### config.mk
export PLATFORM = sky130hd
export DESIGN_NAME = des_round_ctrl_flat
export DESIGN_NICKNAME = d
export VERILOG_FILES = /design/src/rtl/des_pkg.sv /design/src/rtl/des_round_ctrl_if.sv /design/src/rtl/des_keysched.sv /design/src/rtl/des_round_ctrl.sv /design/src/flat_wrapper.sv
export SDC_FILE = /design/constraint.sdc
export NUM_CORES = 1
export LEC_CHECK = 0
export ABC_CLOCK_PERIOD_IN_PS = 2300
export BUFFER_PORTS_ARGS = -buffer_cell sky130_fd_sc_hd__buf_2
export CAP_MARGIN = 20
export CORE_UTILIZATION = 51
export CTS_CLUSTER_SIZE = 30
export DETAILED_ROUTE_END_ITERATION = 8
export GPL_TIMING_DRIVEN = 0
export PLACE_DENSITY_LB_ADDON = 0.12
export SLEW_MARGIN = 10
export SYNTH_ARGS = -nofsm -noshare
export SYNTH_HDL_FRONTEND = slang
export SYNTH_HIERARCHICAL = 1
export SYNTH_SLANG_ARGS = --single-unit
export TNS_END_PERCENT = 10
### constraint.sdc
create_clock -name clk -period 2.3 [get_ports clk]
set_clock_uncertainty 0.1 [all_clocks]
set_input_delay 0 -clock clk [delete_from_list [all_inputs] [get_ports clk]]
set_output_delay 0 -clock clk [all_outputs]
set_load 0.005 [all_outputs]
### src/rtl/des_pkg.sv
// rtl/des_pkg.sv - DES constant tables, state encoding and permutation helpers
package des_pkg;

    typedef enum logic [1:0] {
        IDLE  = 2'd0,
        LOAD  = 2'd1,
        ROUND = 2'd2,
        FINAL = 2'd3
    } state_t;

    localparam int SHIFT_ENC [16] = '{1, 1, 2, 2, 2, 2, 2, 2, 1, 2, 2, 2, 2, 2, 2, 1};
    localparam int SHIFT_DEC [16] = '{0, 1, 2, 2, 2, 2, 2, 2, 1, 2, 2, 2, 2, 2, 2, 1};

    // Table entries are 1-based DES bit numbers; DES bit 1 is the vector MSB.
    localparam int IP_TAB [64] = '{
        58, 50, 42, 34, 26, 18, 10, 2,  60, 52, 44, 36, 28, 20, 12, 4,
        62, 54, 46, 38, 30, 22, 14, 6,  64, 56, 48, 40, 32, 24, 16, 8,
        57, 49, 41, 33, 25, 17,  9, 1,  59, 51, 43, 35, 27, 19, 11, 3,
        61, 53, 45, 37, 29, 21, 13, 5,  63, 55, 47, 39, 31, 23, 15, 7};

    localparam int FP_TAB [64] = '{
        40, 8, 48, 16, 56, 24, 64, 32,  39, 7, 47, 15, 55, 23, 63, 31,
        38, 6, 46, 14, 54, 22, 62, 30,  37, 5, 45, 13, 53, 21, 61, 29,
        36, 4, 44, 12, 52, 20, 60, 28,  35, 3, 43, 11, 51, 19, 59, 27,
        34, 2, 42, 10, 50, 18, 58, 26,  33, 1, 41,  9, 49, 17, 57, 25};

    localparam int PC1_TAB [56] = '{
        57, 49, 41, 33, 25, 17,  9,   1, 58, 50, 42, 34, 26, 18,
        10,  2, 59, 51, 43, 35, 27,  19, 11,  3, 60, 52, 44, 36,
        63, 55, 47, 39, 31, 23, 15,   7, 62, 54, 46, 38, 30, 22,
        14,  6, 61, 53, 45, 37, 29,  21, 13,  5, 28, 20, 12,  4};

    localparam int PC2_TAB [48] = '{
        14, 17, 11, 24,  1,  5,   3, 28, 15,  6, 21, 10,
        23, 19, 12,  4, 26,  8,  16,  7, 27, 20, 13,  2,
        41, 52, 31, 37, 47, 55,  30, 40, 51, 45, 33, 48,
        44, 49, 39, 56, 34, 53,  46, 42, 50, 36, 29, 32};

    function automatic logic [63:0] ip_f(input logic [63:0] x);
        logic [63:0] y;
        for (int i = 0; i < 64; i++) y[63-i] = x[64-IP_TAB[i]];
        return y;
    endfunction

    function automatic logic [63:0] fp_f(input logic [63:0] x);
        logic [63:0] y;
        for (int i = 0; i < 64; i++) y[63-i] = x[64-FP_TAB[i]];
        return y;
    endfunction

    function automatic logic [55:0] pc1_f(input logic [63:0] x);
        logic [55:0] y;
        for (int i = 0; i < 56; i++) y[55-i] = x[64-PC1_TAB[i]];
        return y;
    endfunction

    function automatic logic [47:0] pc2_f(input logic [55:0] x);
        logic [47:0] y;
        for (int i = 0; i < 48; i++) y[47-i] = x[56-PC2_TAB[i]];
        return y;
    endfunction

    function automatic logic [27:0] rotl28(input logic [27:0] x, input int n);
        case (n)
            1:       return {x[26:0], x[27]};
            2:       return {x[25:0], x[27:26]};
            default: return x;
        endcase
    endfunction

    function automatic logic [27:0] rotr28(input logic [27:0] x, input int n);
        case (n)
            1:       return {x[0], x[27:1]};
            2:       return {x[1:0], x[27:2]};
            default: return x;
        endcase
    endfunction

endpackage

### src/rtl/des_round_ctrl_if.sv
// rtl/des_round_ctrl_if.sv - request/result and des_f signals of the DES round controller
interface des_round_ctrl_if;
    logic        start;
    logic        decrypt;
    logic [63:0] data_in;
    logic [63:0] key_in;
    logic [31:0] f_out;
    logic [31:0] f_r;
    logic [47:0] f_subkey;
    logic        busy;
    logic        done;
    logic [3:0]  round;
    logic [63:0] data_out;

    modport master (
        output start, decrypt, data_in, key_in, f_out,
        input  f_r, f_subkey, busy, done, round, data_out
    );

    modport slave (
        input  start, decrypt, data_in, key_in, f_out,
        output f_r, f_subkey, busy, done, round, data_out
    );
endinterface

### src/rtl/des_keysched.sv
// rtl/des_keysched.sv - on-the-fly DES subkey generator (C/D registers, rotation, PC-2)
module des_keysched
    import des_pkg::*;
(
    input  logic        clk,
    input  logic        n_rst,
    input  logic        load,
    input  logic        advance,
    input  logic        decrypt,
    input  logic [63:0] key,
    input  logic [3:0]  round,
    output logic [47:0] subkey
);
    logic [27:0] c, d;
    logic [27:0] c_next, d_next;
    logic [55:0] cd_init;

    assign cd_init = pc1_f(key);

    // Decrypt walks the schedule backwards: round 0 uses C0/D0 unrotated, giving K16.
    always_comb begin
        c_next = c;
        d_next = d;
        if (decrypt) begin
            c_next = rotr28(c, SHIFT_DEC[round]);
            d_next = rotr28(d, SHIFT_DEC[round]);
        end else begin
            c_next = rotl28(c, SHIFT_ENC[round]);
            d_next = rotl28(d, SHIFT_ENC[round]);
        end
    end

    assign subkey = advance ? pc2_f({c_next, d_next}) : 48'd0;

    always_ff @(posedge clk or negedge n_rst) begin
        if (!n_rst) begin
            c <= 28'd0;
            d <= 28'd0;
        end else if (load) begin
            c <= cd_init[55:28];
            d <= cd_init[27:0];
        end else if (advance) begin
            c <= c_next;
            d <= d_next;
        end
    end
endmodule

### src/rtl/des_round_ctrl.sv
// rtl/des_round_ctrl.sv - iterative 16-round DES controller driving an external des_f
module des_round_ctrl
    import des_pkg::*;
(
    input  logic            clk,
    input  logic            n_rst,
    des_round_ctrl_if.slave bus
);
    state_t      state;
    logic [63:0] data_cap;
    logic [63:0] key_cap;
    logic        dec_cap;
    logic [31:0] l, r;
    logic [3:0]  round_q;
    logic        busy_q;
    logic        done_q;
    logic [63:0] data_out_q;

    des_keysched u_keysched (
        .clk     (clk),
        .n_rst   (n_rst),
        .load    (state == LOAD),
        .advance (state == ROUND),
        .decrypt (dec_cap),
        .key     (key_cap),
        .round   (round_q),
        .subkey  (bus.f_subkey)
    );

    assign bus.f_r      = r;
    assign bus.busy     = busy_q;
    assign bus.done     = done_q;
    assign bus.round    = round_q;
    assign bus.data_out = data_out_q;

    always_ff @(posedge clk or negedge n_rst) begin
        if (!n_rst) begin
            state      <= IDLE;
            data_cap   <= 64'd0;
            key_cap    <= 64'd0;
            dec_cap    <= 1'b0;
            l          <= 32'd0;
            r          <= 32'd0;
            round_q    <= 4'd0;
            busy_q     <= 1'b0;
            done_q     <= 1'b0;
            data_out_q <= 64'd0;
        end else begin
            done_q <= 1'b0;
            case (state)
                IDLE: begin
                    if (bus.start) begin
                        data_cap <= bus.data_in;
                        key_cap  <= bus.key_in;
                        dec_cap  <= bus.decrypt;
                        busy_q   <= 1'b1;
                        state    <= LOAD;
                    end
                end
                LOAD: begin
                    {l, r}  <= ip_f(data_cap);
                    round_q <= 4'd0;
                    state   <= ROUND;
                end
                ROUND: begin
                    l <= r;
                    r <= l ^ bus.f_out;
                    if (round_q == 4'd15) begin
                        round_q <= 4'd0;
                        state   <= FINAL;
                    end else begin
                        round_q <= round_q + 4'd1;
                    end
                end
                FINAL: begin
                    // Swapping to {R,L} undoes the last round's half exchange.
                    data_out_q <= fp_f({r, l});
                    done_q     <= 1'b1;
                    busy_q     <= 1'b0;
                    state      <= IDLE;
                end
                default: state <= IDLE;
            endcase
        end
    end
endmodule

### src/flat_wrapper.sv
// flat-port wrapper written by rule: the top's interface ports become plain ports
module des_round_ctrl_flat import des_pkg::*;
  (clk, n_rst, bus_start, bus_decrypt, bus_data_in, bus_key_in, bus_f_out, bus_f_r, bus_f_subkey, bus_busy, bus_done, bus_round, bus_data_out);
  des_round_ctrl_if bus_i ();
  input  logic clk;
  input  logic n_rst;
  input wire logic [$bits(bus_i.start)-1:0] bus_start;
  input wire logic [$bits(bus_i.decrypt)-1:0] bus_decrypt;
  input wire logic [$bits(bus_i.data_in)-1:0] bus_data_in;
  input wire logic [$bits(bus_i.key_in)-1:0] bus_key_in;
  input wire logic [$bits(bus_i.f_out)-1:0] bus_f_out;
  output wire logic [$bits(bus_i.f_r)-1:0] bus_f_r;
  output wire logic [$bits(bus_i.f_subkey)-1:0] bus_f_subkey;
  output wire logic [$bits(bus_i.busy)-1:0] bus_busy;
  output wire logic [$bits(bus_i.done)-1:0] bus_done;
  output wire logic [$bits(bus_i.round)-1:0] bus_round;
  output wire logic [$bits(bus_i.data_out)-1:0] bus_data_out;
  assign bus_i.start = bus_start;
  assign bus_i.decrypt = bus_decrypt;
  assign bus_i.data_in = bus_data_in;
  assign bus_i.key_in = bus_key_in;
  assign bus_i.f_out = bus_f_out;
  assign bus_f_r = bus_i.f_r;
  assign bus_f_subkey = bus_i.f_subkey;
  assign bus_busy = bus_i.busy;
  assign bus_done = bus_i.done;
  assign bus_round = bus_i.round;
  assign bus_data_out = bus_i.data_out;
  des_round_ctrl u_core (.clk(clk), .n_rst(n_rst), .bus(bus_i));
endmodule
==> results of run 1 <==
==> power by group through the flow <==
stage | sequential, W | clock (W) | combinational (W)
finish | 0.0110 | 0.00580 | 0.0203
global route | 0.0113 | 0.00609 | 0.0216
CTS | 0.0108 | 0.00587 | 0.0193
detailed placement | 0.0108 | 0 | 0.0178
global placement | 0.0107 | 0 | 0.0174
floorplan | 0.0102 | 0 | 0.0121
==> layout make-up <==
class	count	area [um2]
plain buffers	108	870.8
repair buffers	497	3500
clock buffers	54	1070
inverters	8	32.53
well taps	390	488.0
multi-input cells	938	7843
fillers	2111	8265
flip-flops and latches	313	7838
clock inverters	12	123.9
diodes	1	2.502
==> path summary, 6_finish.rpt <==
check                                           to
min                            u_core/data_cap[36]
max                               bus_f_subkey[43]
min reg2reg                u_core/bus.data_out[59]
max reg2reg                u_core/u_keysched/c[27]
min in group asynchronous  u_core/u_keysched/c[14]
max in group asynchronous  u_core/bus.data_out[23]
==> registers in the layout, indices dropped and copies added, names as in the netlist <==
signal and flops:
u_core/l 32, u_core/bus.busy 1, u_core/bus.round 4, u_core/u_keysched/c 28
u_core/key_cap 56, u_core/bus.data_out 64, u_core/bus.done 1, u_core/data_cap 64
u_core/bus.f_r 32, u_core/dec_cap 1, u_core/u_keysched/d 28, u_core/state 2
==> cell usage in the layout (no fill, tap or decap), types with 5 or more instances in the layout <==
master         instances
o21ai_0               83
and2b_1                9
mux2i_1               88
nor2_4                15
mux2_2                94
a22oi_2               14
dfrtp_1              309
clkbuf_16             40
buf_12                 9
nor2_2                22
clkbuf_2               9
clkinv_2               7
buf_6                 19
a21boi_2              18
a31oi_1               48
nor2b_1               50
xnor2_1               33
a21o_1                31
a21boi_1              30
mux2_4                92
clkbuf_8              12
a22oi_1               42
dlygate4sd3_1        156
nor2_1                54
buf_4                 35
a21oi_2               33
buf_16                 5
or3_1                 48
inv_1                  6
clkbuf_1              36
buf_2                330
a21oi_1               88
o22ai_1                8
==> metal layers <==
| metal | wire [um] | global-route usage | vias up |
|---|---|---|---|
| met5 | 0 | 0 | - |
| met4 | 2126 | 0.1428 | 0 |
| met3 | 4554 | 0.06834 | 136 |
| met2 | 26180 | 0.5710 | 703 |
| met1 | 20810 | 0.4256 | 6742 |
| li1 | - | - | 6034 |
==> tightest hold or removal path: stages <==
cell	delay (ns)
dlygate4sd3_1	0.52
buf_2	0.10
mux2_1	0.11
==> metrics by stage <==
step           setup TNS (ns)  hold slack (ns)  area [um2]
3_3_place_gp         -1607.67           0.1261       18010
5_1_grt                -33.51           0.1300       21760
4_1_cts                -25.37           0.1092       21430
2_1_floorplan        -0.09089          -0.3956       15990
6_report               -27.46           0.1275       21770
3_5_place_dp           -59.59          -0.1317       18100
==> repair_timing <==
item,in CTS,in global routing
pin swaps,42,44
setup endpoints to repair,105,107
hold buffers,156,0
buffers inserted,17,14
hold endpoints to repair,358,0
cloned,3,1
resized for setup,137,57
==> reports/results.txt, run 1 <==
Outcome = complete, but fails checks
Failing checks = negative setup slack
Peak VDD IR = 0.001008 V
Total GRT Usage = 0.3398
CP endpoint kind = output pin
Power Internal = 0.02138 W
P_sw = 0.01568 W
Placed cells = 2,065
Setup violators final = 75
TritonCTS clock tree = done
Worst slew margin = 0.4676
Clock power frac = 0.156
Static leakage = 9.804 nW
Total Power = 0.03706 W
Reg power frac = 0.296
Unrepaired setup endpoints after global routing = yes
Average routed wire per standard cell = 23.12 um
Slowest cell on crit path = dfrtp_2
Hpwl dp = 35.00 mm
GP Congestion = 0.9552
Later-pin clock latency in the skew report = 0.53 ns
DRT Pass-1 Iters = 6
Nets = 2,073
GRT overflow = 0
DIE AREA = 31,600 um2
Clock Sinks = 313
Type of origin of the critical path = register
Area growth, synth to finish = 38.14%
Worst flop-to-flop path startpoint = u_core/bus.round[1]
Post-layout min period = 2.945 ns
Max cap viols = 0
Worst-path clk slew = 0.06 ns
DRT iter0 DRCs = 1,064
Mapped Cells = 1,367
Synthesized cell area = 15,760 um2
Max Slew Vio Count = 0
Worst setup path startpoint = u_core/bus.round[3]
Final cell count without fillers = 2,321
Vias in the first global route = 13,920
Largest net degree at the start of global routing = 112
WHS Path Cells = 3
Via density = 5.866
Syn avg cell area = 11.53 um2
Syn. warnings = 6
Crit path max-delay family = buffers and inverters
Largest stage delay on the critical path = 0.43 ns
Vias = 13,620
Crit-path cells = nand4_1, a21boi_4, buf_12, buf_12, inv_4, ha_4, nand2b_4, buf_12, clkbuf_16, nor2_4, a21oi_4, a21boi_2, buf_2
Initial antenna violation count = 0
Tightest Pin Transition = 0.7986 ns
PwrDens = 1703 nW/um2
Cell Rows = 63
Layout cells sized above 1 = 0.4078
Max clock buf depth = 3
Max Clock Freq = 339.5 MHz
WP buf/inv = 6
Hold Crit Start = bus_data_in[36]
# IOs = 314
Post-Syn Nets = 1,538
Slack of the critical path = -0.6453 ns
CP max FO = 7
Final wirelength = 53.67 mm
Crit path kind = reg -> out
Chip width = 177.8 um
Total CTS buffers = 36
Worst path depth = 13
Worst r2r path cells = 14
HP Class = in -> reg
Starting Density = 0.5247
First-pass GRT wire length = 81.17 mm
Utilization after layout = 0.7248
Worst EP required = 2.20 ns
Core area = 30,030 um2
IO Port Bufs = 305
Reg2reg setup slack = -0.21 ns
Number of remaining DRC errors = 0
H-tree depth = 2
Root Driver = clkbuf_16
Gate power share = 0.548
Fin. Hold Viols = 0
Pre-CTS setup slack = -0.9042 ns
Die height = 177.8 um
Antenna Nets Post-Route = 0
CP arrival = 2.85 ns
Switching share of power = 0.4230
Most repeated library cell on the critical path = buf_12
Period utilisation layout = 1.281
(Power assumes the default switching activity.)
==> run 2: changes to the inputs <==
--- a/config.mk
+++ b/config.mk
@@ -8,7 +8,7 @@
 export ABC_CLOCK_PERIOD_IN_PS = 2300
 export BUFFER_PORTS_ARGS = -buffer_cell sky130_fd_sc_hd__buf_2
 export CAP_MARGIN = 20
-export CORE_UTILIZATION = 51
+export CORE_UTILIZATION = 50
 export CTS_CLUSTER_SIZE = 30
 export DETAILED_ROUTE_END_ITERATION = 8
 export GPL_TIMING_DRIVEN = 0
@@ -16,6 +16,5 @@
 export SLEW_MARGIN = 10
 export SYNTH_ARGS = -nofsm -noshare
 export SYNTH_HDL_FRONTEND = slang
-export SYNTH_HIERARCHICAL = 1
 export SYNTH_SLANG_ARGS = --single-unit
 export TNS_END_PERCENT = 10
==> reports/results.txt, run 2 <==
Outcome = complete, but fails checks
Failing checks = negative setup slack
CP max FO = 7 (unchanged)
Reg2reg end = u_core.u_keysched.c[16]
Vias = 13,970 (+2.6%)
H-tree depth = 2 (unchanged)
Period utilisation layout = 1.424 (+0.1436)
Commonest cells in the netlist = dfrtp_1, mux2_2, nor2_1
Static leakage = 9.857 nW (+0.54%)
Worst slew margin = 0.3177 (-0.1499)
Initial antenna violation count = 2 (+2)
Starting Density = 0.5090 (-0.01567)
CP arrival = 3.18 ns (+0.33 ns)
Via density = 5.951 (+1.5%)
Max Clock Freq = 305.3 MHz (-10%)
HP Class = in -> reg
#FFs+latches synth = 313
Yosys cell types = 45
Seq/Total Area, Yosys = 0.5017
Synth top area share = 0.5017
Max Slew Vio Count = 0 (unchanged)
Total CTS buffers = 36 (unchanged)
WHS Path Cells = 3 (unchanged)
Crit path kind = reg -> out
Worst-path clk slew = 0.06 ns (about the same)
Fin. Hold Viols = 0 (unchanged)
Number of synthesized flops with an enable pin = 0
Synthesized cell area = 15,610 um2 (-0.93%)
# IOs = 314 (unchanged)
Reg2reg setup slack = -0.90 ns (-0.69 ns)
TritonCTS clock tree = done
Later-pin clock latency in the skew report = 0.54 ns (about the same)
Setup violators final = 104 (+39%)
Peak VDD IR = 0.0009152 V (-9.2%)
Crit-path cells = buf_6, nor2b_4, o31a_4, inv_8, buf_12, ha_4, nand2b_4, buf_12, clkbuf_16, a221oi_4, a31oi_1, and3_1, buf_2
Syn avg cell area = 11.35 um2 (-1.5%)
IO Port Bufs = 305 (unchanged)
Reg power frac = 0.289 (-0.007)
Commonest non-fill, non-tap cell in the layout = buf_2
Mapped Cells = 1,375 (+0.59%)
Chip width = 178.7 um (+0.52%)
Clock power frac = 0.149 (-0.007)
Type of origin of the critical path = register
WP buf/inv = 6 (unchanged)
Die height = 178.7 um (+0.52%)
Worst r2r path cells = 16 (+2)
PwrDens = 1747 nW/um2 (+2.6%)
P_sw = 0.01640 W (+4.6%)
Average routed wire per standard cell = 23.95 um (+3.6%)
Final wirelength = 56.22 mm (+4.8%)
Worst EP required = 2.20 ns (about the same)
Post-Syn Nets = 1,550 (+0.78%)
Synth area leaders = dfrtp_1, mux2_2, mux2i_1
Power Internal = 0.02178 W (+1.8%)
Post-layout min period = 3.276 ns (+0.3303 ns)
DRT iter0 DRCs = 1,279 (+20%)
Cell Rows = 64 (+1.6%)
Nets = 2,100 (+1.3%)
CP endpoint kind = output pin
Slowest cell on crit path = dfrtp_2
Asr flop ratio synth = 1.000
Largest net degree at the start of global routing = 105 (-6.3%)
Biggest area consumer among synthesized cells = dfrtp_1
Hold Crit Start = bus_key_in[19]
Top-count cell post-synth = dfrtp_1
Area growth, synth to finish = 40.01%
Max clock buf depth = 3 (unchanged)
Crit path max-delay family = buffers and inverters
Tightest Pin Transition = 1.023 ns (+0.2249 ns)
Hpwl dp = 37.27 mm (+6.5%)
Most repeated library cell on the critical path = buf_12
Root Driver = clkbuf_16
Main synth FF type = dfrtp_1
Core area = 30,670 um2 (+2.1%)
Switching share of power = 0.4296 (+0.006618)
Largest stage delay on the critical path = 0.44 ns (about the same)
Most frequent cells in the layout = buf_2, dfrtp_1, mux2_2
Hold EP = u_core.key_cap[19]
Gate power share = 0.562 (+0.014)
Layout cells sized above 1 = 0.4231 (+0.01530)
Vias in the first global route = 14,520 (+4.3%)
Syn. warnings = 0 (-6)
GRT overflow = 0 (unchanged)
Unrepaired setup endpoints after global routing = yes
Clock Sinks = 313 (unchanged)
Antenna Nets Post-Route = 0 (unchanged)
DRT Pass-1 Iters = 6 (unchanged)
Number of remaining DRC errors = 0 (unchanged)
Total GRT Usage = 0.3509 (+0.01109)
GP Congestion = 0.9432 (-1.3%)
First-pass GRT wire length = 83.70 mm (+3.1%)
Slack of the critical path = -0.9757 ns (-0.3303 ns)
DIE AREA = 31,930 um2 (+1.0%)
# fillers = 2,252 (+6.7%)
Final setup TNS = -66.12 ns (-38.66 ns)
Worst flop-to-flop path startpoint = u_core.bus.round[1]
Worst hold slack = 0.1172 ns (-0.01038 ns)
Max cap viols = 0 (unchanged)
## run 2: stage by stage
stage / area (um2) / utilization / setup WS, ns / instances / power (W)
3_3_place_gp: 17860 / 0.5822 / -5.064 / 2076 / 0.02862
5_1_grt: 21850 / 0.7126 / -1.027 / 2347 / 0.04010
3_5_place_dp: 17950 / 0.5852 / -1.247 / 2079 / 0.02920
4_1_cts: 21650 / 0.7061 / -0.9616 / 2340 / 0.03729
2_1_floorplan: 15830 / - / -0.3344 / 1375 / 0.02244
6_report: 21860 / 0.7127 / -0.9757 / 2348 / 0.03818
## run 2: kinds of logic after synthesis
| kind of cell | share of synthesized area |
|---|---|
| compound gates | 0.1238 |
| buf+inv | 0.03863 |
| mux | 0.2138 |
| fa+ha+maj | 0.008816 |
| simple gates | 0.09530 |
| flops | 0.5017 |
| xor+xnor | 0.01795 |
## run 2: how the worst max path moves through the flow
stage / cells after the start / endpoint / start / slack (ns)
after floorplan: 14 / u_core.u_keysched.c[15] / u_core.bus.round[1] / -0.33
after global routing: 13 / bus_f_subkey[21] / u_core.bus.round[1] / -1.03
after global placement: 1 / u_core.data_cap[20] / n_rst / -5.06
final: 13 / bus_f_subkey[21] / u_core.bus.round[1] / -0.98
after CTS: 14 / bus_f_subkey[5] / u_core.bus.round[1] / -0.96
after detailed placement: 13 / bus_f_subkey[28] / u_core.bus.round[0] / -1.25
## run 2: repair_timing
action	4_1_cts	5_1_grt
hold buffers	157	0
hold endpoints to repair	379	0
resized for setup	158	47
buffers inserted	39	5
gates cloned	3	1
setup endpoints to repair	314	269
pin swaps	36	11
## run 2: worst min-delay path, stage by stage
cell	delay [ns]
dlygate4sd3_1	0.52
buf_2	0.09
mux2_2	0.12
## run 2: final cells by class
type                       instances  area (um2)  share of cell area
tap                              396       495.5             0.02267
multi-input combinational        914        7751              0.3546
timing repair buffer             513        3626              0.1659
inverter                          38       152.6            0.006984
antenna                            2       5.005           0.0002290
clock buffer                      52        1032             0.04723
buffer                           109       840.8             0.03847
sequential                       313        7835              0.3585
clock inverter                    11       118.9            0.005438
## run 2: per-layer routing
layer | part of all wire | wire (um) | global-route usage
met5 | 0 | 0 | 0
met4 | 0.045 | 2511 | 0.1578
met3 | 0.080 | 4496 | 0.06573
met2 | 0.50 | 28030 | 0.6103
met1 | 0.38 | 21190 | 0.4210
## run 2: power groups by stage
stage                     registers (W)  logic [W]  clock network, W
after global placement           0.0108     0.0179                 0
after floorplan                  0.0102     0.0122                 0
final                            0.0110     0.0215           0.00569
after CTS                        0.0109     0.0206           0.00574
after global routing             0.0113     0.0228           0.00597
after detailed placement         0.0109     0.0183                 0
